**config.mk**
```make
export PLATFORM = sky130hd
export DESIGN_NAME = imm_gen_pipe_flat
export DESIGN_NICKNAME = d
export VERILOG_FILES = /design/src/rtl/imm_pkg.sv /design/src/rtl/imm_gen_pipe_if.sv /design/src/rtl/imm_decode.sv /design/src/rtl/imm_gen_pipe.sv /design/src/flat_wrapper.sv
export SDC_FILE = /design/constraint.sdc
export NUM_CORES = 1
export LEC_CHECK = 0
export CELL_PAD_IN_SITES_DETAIL_PLACEMENT = 1
export CELL_PAD_IN_SITES_GLOBAL_PLACEMENT = 2
export CORE_AREA = 2 2 140 142
export CTS_CLUSTER_SIZE = 30
export DETAILED_ROUTE_END_ITERATION = 10
export DIE_AREA = 0 0 142 144
export PLACE_DENSITY_LB_ADDON = 0.08
export SLEW_MARGIN = 20
export SYNTH_ARGS = -nofsm -noshare
export SYNTH_HDL_FRONTEND = slang
export SYNTH_HIERARCHICAL = 1
export SYNTH_SLANG_ARGS = --single-unit
```
**constraint.sdc**
```tcl
create_clock -name clk -period 3 [get_ports clk]
set_input_delay 0.3 -clock clk [delete_from_list [all_inputs] [get_ports clk]]
set_output_delay 0.3 -clock clk [all_outputs]
set_load 0.005 [all_outputs]
```
**src/rtl/imm_pkg.sv**
```systemverilog
// Shared types and opcode constants for the pipelined immediate generator.
package imm_pkg;

  typedef enum logic [2:0] {
    IMM_NONE = 3'd0,
    IMM_I    = 3'd1,
    IMM_S    = 3'd2,
    IMM_B    = 3'd3,
    IMM_U    = 3'd4,
    IMM_J    = 3'd5,
    IMM_Z    = 3'd6
  } imm_type_e;

  localparam logic [6:0] OPC_LOAD    = 7'b0000011;
  localparam logic [6:0] OPC_OPIMM   = 7'b0010011;
  localparam logic [6:0] OPC_OPIMM32 = 7'b0011011;
  localparam logic [6:0] OPC_JALR    = 7'b1100111;
  localparam logic [6:0] OPC_STORE   = 7'b0100011;
  localparam logic [6:0] OPC_BRANCH  = 7'b1100011;
  localparam logic [6:0] OPC_LUI     = 7'b0110111;
  localparam logic [6:0] OPC_AUIPC   = 7'b0010111;
  localparam logic [6:0] OPC_JAL     = 7'b1101111;
  localparam logic [6:0] OPC_SYSTEM  = 7'b1110011;

  typedef enum logic [1:0] {
    StEmpty = 2'd0,
    StOne   = 2'd1,
    StTwo   = 2'd2
  } skid_st_e;

endpackage

```
**src/rtl/imm_gen_pipe_if.sv**
```systemverilog
// Handshake bundle of imm_gen_pipe: input instruction stream, decoded output stream, flush.
interface imm_gen_pipe_if #(
  parameter int unsigned XLEN  = 32,
  parameter int unsigned TAG_W = 32
);
  import imm_pkg::*;

  logic             flush;
  logic             in_valid;
  logic             in_ready;
  logic [31:0]      in_instr;
  logic [TAG_W-1:0] in_tag;
  logic             out_valid;
  logic             out_ready;
  logic [XLEN-1:0]  out_imm;
  imm_type_e        out_type;
  logic [TAG_W-1:0] out_tag;

  modport master (
    output flush, in_valid, in_instr, in_tag, out_ready,
    input  in_ready, out_valid, out_imm, out_type, out_tag
  );

  modport slave (
    input  flush, in_valid, in_instr, in_tag, out_ready,
    output in_ready, out_valid, out_imm, out_type, out_tag
  );

endinterface

```
**src/rtl/imm_decode.sv**
```systemverilog
// Combinational RV32I/RV64I immediate decoder; IMM_CSR_EN adds CSR zimm (IMM_Z) decoding.
module imm_decode
  import imm_pkg::*;
#(
  parameter int unsigned XLEN = 32
) (
  input  logic [31:0]     instr_i,
  output logic [XLEN-1:0] imm_o,
  output imm_type_e       type_o
);

  logic [31:0] imm32;

  always_comb begin
    imm32  = '0;
    type_o = IMM_NONE;
    case (instr_i[6:0])
      OPC_LOAD, OPC_OPIMM, OPC_JALR: begin
        imm32  = {{20{instr_i[31]}}, instr_i[31:20]};
        type_o = IMM_I;
      end
      OPC_OPIMM32: begin
        if (XLEN == 64) begin
          imm32  = {{20{instr_i[31]}}, instr_i[31:20]};
          type_o = IMM_I;
        end
      end
      OPC_STORE: begin
        imm32  = {{20{instr_i[31]}}, instr_i[31:25], instr_i[11:7]};
        type_o = IMM_S;
      end
      OPC_BRANCH: begin
        imm32  = {{19{instr_i[31]}}, instr_i[31], instr_i[7], instr_i[30:25], instr_i[11:8], 1'b0};
        type_o = IMM_B;
      end
      OPC_LUI, OPC_AUIPC: begin
        imm32  = {instr_i[31:12], 12'b0};
        type_o = IMM_U;
      end
      OPC_JAL: begin
        imm32  = {{11{instr_i[31]}}, instr_i[31], instr_i[19:12], instr_i[20], instr_i[30:21],
                  1'b0};
        type_o = IMM_J;
      end
`ifdef IMM_CSR_EN
      OPC_SYSTEM: begin
        if (instr_i[14]) begin
          imm32  = {27'b0, instr_i[19:15]};
          type_o = IMM_Z;
        end else begin
          imm32  = {{20{instr_i[31]}}, instr_i[31:20]};
          type_o = IMM_I;
        end
      end
`endif
      default: ;
    endcase
    // imm32 is already sign-extended to 32 bits; widen to XLEN keeping the sign.
    imm_o = XLEN'($signed(imm32));
  end

endmodule

```
**src/rtl/imm_gen_pipe.sv**
```systemverilog
// Registered immediate generator: decode on input, then a 2-entry skid buffer (output + skid).
// Optional IMM_CSR_EN enables CSR zimm decoding in imm_decode.
module imm_gen_pipe
  import imm_pkg::*;
#(
  parameter int unsigned XLEN  = 32,
  parameter int unsigned TAG_W = 32
) (
  input logic          clk,
  input logic          rst_n,
  imm_gen_pipe_if.slave bus
);

  skid_st_e         state_q, state_d;
  logic             in_ready_q, in_ready_d;
  logic [XLEN-1:0]  dec_imm;
  imm_type_e        dec_type;
  logic             accept, drain, load_out, load_skid, move_skid;

  logic [XLEN-1:0]  out_imm_q, skid_imm_q;
  imm_type_e        out_type_q, skid_type_q;
  logic [TAG_W-1:0] out_tag_q, skid_tag_q;

  imm_decode #(
    .XLEN(XLEN)
  ) u_decode (
    .instr_i(bus.in_instr),
    .imm_o  (dec_imm),
    .type_o (dec_type)
  );

  assign accept = bus.in_valid & in_ready_q;
  assign drain  = (state_q != StEmpty) & bus.out_ready;

  always_ff @(posedge clk or negedge rst_n) begin
    if (!rst_n) begin
      state_q    <= StEmpty;
      in_ready_q <= 1'b1;
    end else begin
      state_q    <= state_d;
      in_ready_q <= in_ready_d;
    end
  end

  always_comb begin
    state_d = state_q;
    case (state_q)
      StEmpty: if (accept) state_d = StOne;
      StOne: begin
        if (accept && !drain)      state_d = StTwo;
        else if (!accept && drain) state_d = StEmpty;
      end
      StTwo:   if (drain) state_d = StOne;
      default: state_d = StEmpty;
    endcase
    if (bus.flush) state_d = StEmpty;
    in_ready_d = (state_d != StTwo);
  end

  always_comb begin
    load_out  = 1'b0;
    load_skid = 1'b0;
    move_skid = 1'b0;
    case (state_q)
      StEmpty: load_out = accept;
      StOne: begin
        load_out  = accept & drain;
        load_skid = accept & ~drain;
      end
      StTwo:   move_skid = drain;
      default: ;
    endcase
    if (bus.flush) begin
      load_out  = 1'b0;
      load_skid = 1'b0;
      move_skid = 1'b0;
    end
  end

  always_ff @(posedge clk or negedge rst_n) begin
    if (!rst_n) begin
      out_imm_q   <= '0;
      out_type_q  <= IMM_NONE;
      out_tag_q   <= '0;
      skid_imm_q  <= '0;
      skid_type_q <= IMM_NONE;
      skid_tag_q  <= '0;
    end else begin
      if (load_out) begin
        out_imm_q  <= dec_imm;
        out_type_q <= dec_type;
        out_tag_q  <= bus.in_tag;
      end else if (move_skid) begin
        out_imm_q  <= skid_imm_q;
        out_type_q <= skid_type_q;
        out_tag_q  <= skid_tag_q;
      end
      if (load_skid) begin
        skid_imm_q  <= dec_imm;
        skid_type_q <= dec_type;
        skid_tag_q  <= bus.in_tag;
      end
    end
  end

  assign bus.in_ready  = in_ready_q;
  assign bus.out_valid = (state_q != StEmpty);
  assign bus.out_imm   = out_imm_q;
  assign bus.out_type  = out_type_q;
  assign bus.out_tag   = out_tag_q;

endmodule

```
**src/flat_wrapper.sv**
```systemverilog
// flat-port wrapper written by rule: the top's interface ports become plain ports
module imm_gen_pipe_flat import imm_pkg::*;
#(
  parameter int unsigned XLEN  = 32,
  parameter int unsigned TAG_W = 32
)
  (clk, rst_n, bus_flush, bus_in_valid, bus_in_instr, bus_in_tag, bus_out_ready, bus_in_ready, bus_out_valid, bus_out_imm, bus_out_type, bus_out_tag);
  imm_gen_pipe_if #(.XLEN(XLEN), .TAG_W(TAG_W)) bus_i ();
  input logic clk;
  input logic rst_n;
  input wire logic [$bits(bus_i.flush)-1:0] bus_flush;
  input wire logic [$bits(bus_i.in_valid)-1:0] bus_in_valid;
  input wire logic [$bits(bus_i.in_instr)-1:0] bus_in_instr;
  input wire logic [$bits(bus_i.in_tag)-1:0] bus_in_tag;
  input wire logic [$bits(bus_i.out_ready)-1:0] bus_out_ready;
  output wire logic [$bits(bus_i.in_ready)-1:0] bus_in_ready;
  output wire logic [$bits(bus_i.out_valid)-1:0] bus_out_valid;
  output wire logic [$bits(bus_i.out_imm)-1:0] bus_out_imm;
  output wire logic [$bits(bus_i.out_type)-1:0] bus_out_type;
  output wire logic [$bits(bus_i.out_tag)-1:0] bus_out_tag;
  assign bus_i.flush = bus_flush;
  assign bus_i.in_valid = bus_in_valid;
  assign bus_i.in_instr = bus_in_instr;
  assign bus_i.in_tag = bus_in_tag;
  assign bus_i.out_ready = bus_out_ready;
  assign bus_in_ready = bus_i.in_ready;
  assign bus_out_valid = bus_i.out_valid;
  assign bus_out_imm = bus_i.out_imm;
  assign bus_out_type = bus_i.out_type;
  assign bus_out_tag = bus_i.out_tag;
  imm_gen_pipe #(.XLEN(XLEN), .TAG_W(TAG_W)) u_core (.clk(clk), .rst_n(rst_n), .bus(bus_i));
endmodule
```
# == Word level (Yosys, flattened, before mapping) ==
# Cells that the tools add are included.
# op_classes
eq_ne,11
n_mux,20
n_bitwise,5
reduce_logical,9
# op_table
operator,n
$pmux W32 S5,1
$mux W32,4
$eq A7 B7 Y1 const B,3
$pmux W3 S5,1
$eq A7 B5 Y1 const B,2
$eq A7 B6 Y1 const B,2
$mux W2,5
$eq A7 B2 Y1 const B,1
$mux W3,2
$pmux W2 S3,1
$mux W1,5
$and A1 B1 Y1,4
$reduce_bool A2 Y1,2
$reduce_or A3 Y1,1
$eq A2 B1 Y1 const B,1
$eq A2 B2 Y1 const B,1
$logic_and A1 B1 Y1,2
$logic_not A1 Y1,2
$logic_not A2 Y1,1
$ne A2 B2 Y1 const B,1
$pmux W1 S2,1
$reduce_or A2 Y1,1
$not A1 Y1,1
# totals
ff_bits,137
inputBits,69

# == Longest topological paths before layout ==
# depth
depth_word,8
depth_mapped,7
depth_no_buf,5

# == Modules after synthesis ==
# Netlist, hierarchy kept.
# by_module_without_submodules
mod,n_inst,cells_per_inst,area_each_um2,seq_area_each_um2
imm_gen_pipe,1,381,5995.8,3429.5
imm_decode,1,79,515.5,0.0

# == Least setup slack after synthesis ==
# OpenSTA, ideal clock, no wires.
# synth_path
path_kind,register to register
start,"reg u_core.in_ready_q, in the netlist u_core/bus.in_ready"
end,"reg u_core.out_tag_q[16], in the netlist u_core/bus.out_tag[16]"
setup_ps,125
arrival_time_ps,2044
required_time_ps,2875
setup_slack_ps,832
stages_incl_launch_ff,8
path_buffers,3
period_less_slack_ps,2168
path_cell_list,dfstp_2 nand2_1 or4_1 clkbuf_1 buf_6 buf_6 mux2_4 mux2_2
# synth_between
elab_chain_len,5
# synth_lines
element,line_no,text
from (decl),imm_gen_pipe.sv:15,"logic in_ready_q, in_ready_d;"
from (signal assigned),imm_gen_pipe.sv:41,in_ready_q <= in_ready_d;
$and A1 B1 Y1 *,imm_gen_pipe.sv:32,assign accept = bus.in_valid & in_ready_q;
$and A1 B1 Y1,imm_gen_pipe.sv:67,load_out = accept & drain;
$pmux W1 S2 *,imm_gen_pipe.sv:64,case (state_q)
$mux W1 *,imm_gen_pipe.sv:73,if (bus.flush) begin
$mux W32 or $reduce_bool A2 Y1 (tied branches),n/a,
to (signal assigned),imm_gen_pipe.sv:92,out_tag_q <= bus.in_tag;
to (signal assigned),imm_gen_pipe.sv:96,out_tag_q <= skid_tag_q;
to (decl),imm_gen_pipe.sv:22,"logic [TAG_W-1:0] out_tag_q, skid_tag_q;"
# Every way passes the cells marked *; elsewhere a longest branch is shown, timed or not.
# A chain may end at the register's enable or synchronous reset.

# == Worst setup path after layout ==
# layout_path
start,"reg u_core.in_ready_q, in the netlist u_core/bus.in_ready"
end,reg u_core.skid_imm_q[6]
# layout_between
elab_chain_len,4
# layout_lines
element,line_no,text
$and A1 B1 Y1,imm_gen_pipe.sv:32,
$and A1 B1 Y1,imm_gen_pipe.sv:68,load_skid = accept & ~drain;
$mux W1,imm_gen_pipe.sv:64,
$mux W1,imm_gen_pipe.sv:73,
to (signal assigned),imm_gen_pipe.sv:99,skid_imm_q <= dec_imm;
to (decl),imm_gen_pipe.sv:20,"logic [XLEN-1:0] out_imm_q, skid_imm_q;"
# Every way passes these cells.

==> out/metrics.cfg <==
[layout]
final_cell_mix = mux2_2, clkdlybuf4s50_1, dfrtp_1, mux2_4, clkbuf_16
layout_commonest_cell = mux2_2
layout.filler_cells = 1951
layout.nets = 667
final_layout_size_suffix_gt1_frac = 0.4105
area_delta_synth_final_pct = 33.38
diodes = 0
utilization = 0.4552

[clocking]
clkSlewWorstSetupHoldPaths_ps = 60
cts_max_path_buffers = 2
clock_insertion_delay_at_the_later_pin_of_the_skew_report_ps = 410
tritoncts = yes
cts_buffers = 17
num_clock_sinks = 137
cts.htree.levels = 4
ctsRootBufferMaster = clkbuf_16

[status]
outcome = finished clean

[timing]
final.period_utilization = 0.7270
max_slew.worst_pin.slew_ps = 744.1
relative_max_transition_margin = 0.5040
fin_skew_ps = 7.274
grt_setup_unrepaired = no
hold-worst-slack_ps = 487.7
report.final.hold_viol_count = 0
drv_slew = 0
setup_tns_ps = 0
achievable-frequency_mhz = 458.5
final.min_clock_period_ps = 2181
finalSetupViolations = 0

[pwr]
p_leak_nw = 4.085
pwr_density_cell_nw_per_um2 = 636.4
p_total_mw = 5.527
ir_worst_vdd_mv = 0.3716

[routing]
routed_via_density = 4.937
drt_pass1_iterations = 4
dr.first_iter.drc_count = 79
final_antenna_net_count = 0
average_detailed_routed_wire_length_per_instance_um = 18.15
routed_vias = 4182
detail_route.wirelength_mm = 15.38
remaining_drc_errors = 0

[placed_design]
place_hpwl_mm = 10.34
numPortBuffers = 137
final_estimated_routing_congestion_in_global_placement = 0.7758

[logic_synthesis]
synth_seq_cells = 137
synth_mux_area_frac = 0.3576
post_synth_instance_area_um2 = 6511
synthesis.yosys.warnings = 6
netlist_instances = 460
synth-compound-area-share = 0.04939
yosys.cell_types.count = 44
mappedNetlistNets = 529
ys_seq_area_frac = 0.5267
synth_top_family_by_area = multiplexers
syn_area_per_cell_um2 = 14.15
synth_simple_gate_area_frac = 0.03440
yosys.area_share.xor_xnor = 0
adder_cell_fraction_of_synth_area = 0

[worst_setup_path]
cp.required_ps = 3290
worst_setup_path_start_kind = flip-flop
critPathCaptureType = flip-flop
critPathMaxFanout = 42
arr_time_crit_path_ps = 2470
path_class = reg2reg

[floorplan]
std_cell_rows = 51
core_area_um2 = 19080
fp.dieH_um = 144
io_pins = 138
design.die.area_um2 = 20450
initial_utilization = 0.3413
chipWidth_um = 142

[global_route]
global_route.usage.total = 0.1565
grt_first_pass_wirelength_mm = 24.47
grt_start_max_net_pins = 79
antenna_found_initial = 0
first_global_vias = 4609
grt.overflow.total = 0

[hold_path]
timing.hold.worst.class = in2async

[flow_run]
maxCapViolations = 0

report_power, final:
part / internal (mW) / switching [mW] / total, mW
logic: 0.899 / 0.403 / 1.30
registers: 2.22 / 0.177 / 2.39
clock network: 1.08 / 0.752 / 1.83
total: 4.19 / 1.33 / 5.53
sequential cells by signal (all words and copies together) (netlist names):
| register | count |
|---|---|
| u_core/skid_tag_q | 32 |
| u_core/bus.out_imm | 32 |
| u_core/bus.in_ready | 1 |
| u_core/bus.out_type | 3 |
| u_core/skid_imm_q | 32 |
| u_core/state_q | 2 |
| u_core/bus.out_tag | 32 |
| u_core/skid_type_q | 3 |
synth_stat cells (all sizes together):
cell type  instances  share of area
nand3              2         0.0015
buf               24          0.022
mux2i              2         0.0031
mux2             199           0.35
a22o               4         0.0058
and3b              2         0.0027
nand4b             3         0.0040
nand3b             1         0.0012
or4                2         0.0029
o22ai             11          0.011
nor3               8         0.0061
nor2b              1        0.00096
and2               1        0.00096
inv               12         0.0069
and2b              1         0.0012
or3                1        0.00096
a31oi              1        0.00096
a21o               9          0.010
o32ai              1         0.0013
o21ai              2         0.0021
or3b               1         0.0013
nor2               5         0.0029
dfrtp            136           0.52
or2                1        0.00096
o22a               1         0.0013
nand2              8         0.0046
o21bai             2         0.0023
nor3b              1         0.0012
a21oi              4         0.0065
dfstp              1         0.0040
clkbuf             6         0.0035
o21a               2         0.0023
o2111a             1         0.0017
a32o               1         0.0015
and3               1        0.00096
o2111ai            1         0.0013
a21boi             1         0.0012
cell type report:
cell class	instances	area, um2	area share
Sequential cell	137	3430	0.3949
Multi-Input combinational cell	281	2897	0.3335
Timing Repair Buffer	149	1503	0.1730
Clock buffer	21	460.4	0.05302
Tap cell	238	297.8	0.03429
Clock inverter	9	52.55	0.006051
Inverter	12	45.04	0.005187
final timing paths:
kind	start	end	slack (ps)	cells after the start
setup / recovery	u_core/bus.in_ready	u_core/skid_imm_q[6]	820	5
hold / removal	rst_n	u_core/bus.out_tag[26]	490	2
setup reg to reg	u_core/bus.in_ready	u_core/skid_imm_q[6]	820	5
hold reg to reg	u_core/skid_imm_q[3]	u_core/skid_imm_q[3]	500	1
max in group asynchronous	rst_n	u_core/bus.out_imm[7]	1650	3
min in group clk	u_core/skid_imm_q[3]	u_core/skid_imm_q[3]	500	1
metrics by stage:
stage	instance area [um2]	setup slack [ps]	instances
final	8685	818.9	847
after global placement	8162	560.4	816
after detailed placement	8162	488.2	816
after global routing	8685	669.9	847
after floorplan	6511	831.6	460
after CTS	8685	780.4	847
worst max-delay path, cell delays in order, from the launching register on:
cell and delay [ps]:
dfstp_2 530, nand2_1 130, nor3_1 300, nand2_4 430
buf_12 350, mux2_2 280
per-layer routing:
metal	GRT usage	wire [um]	vias up
met1	0.1984	6881	2139
met2	0.2665	7745	84
met5	0	0	-
li1	-	-	1943
met3	0.03046	515	16
met4	0.05789	233	0
kinds of logic after synthesis:
logic type | Yosys count
compound gates | 41
mux | 201
flops | 137
buf+inv | 42
simple gates | 39
what timing repair did:
action                                  in CTS  in global routing
gates resized for setup                      0                  0
endpoints found under the hold margin       74                  0
hold buffers                                 1                  0
endpoints found under the setup margin       0                  0
setup buffers                                0                  0
Power figures use the tool's default switching activity.
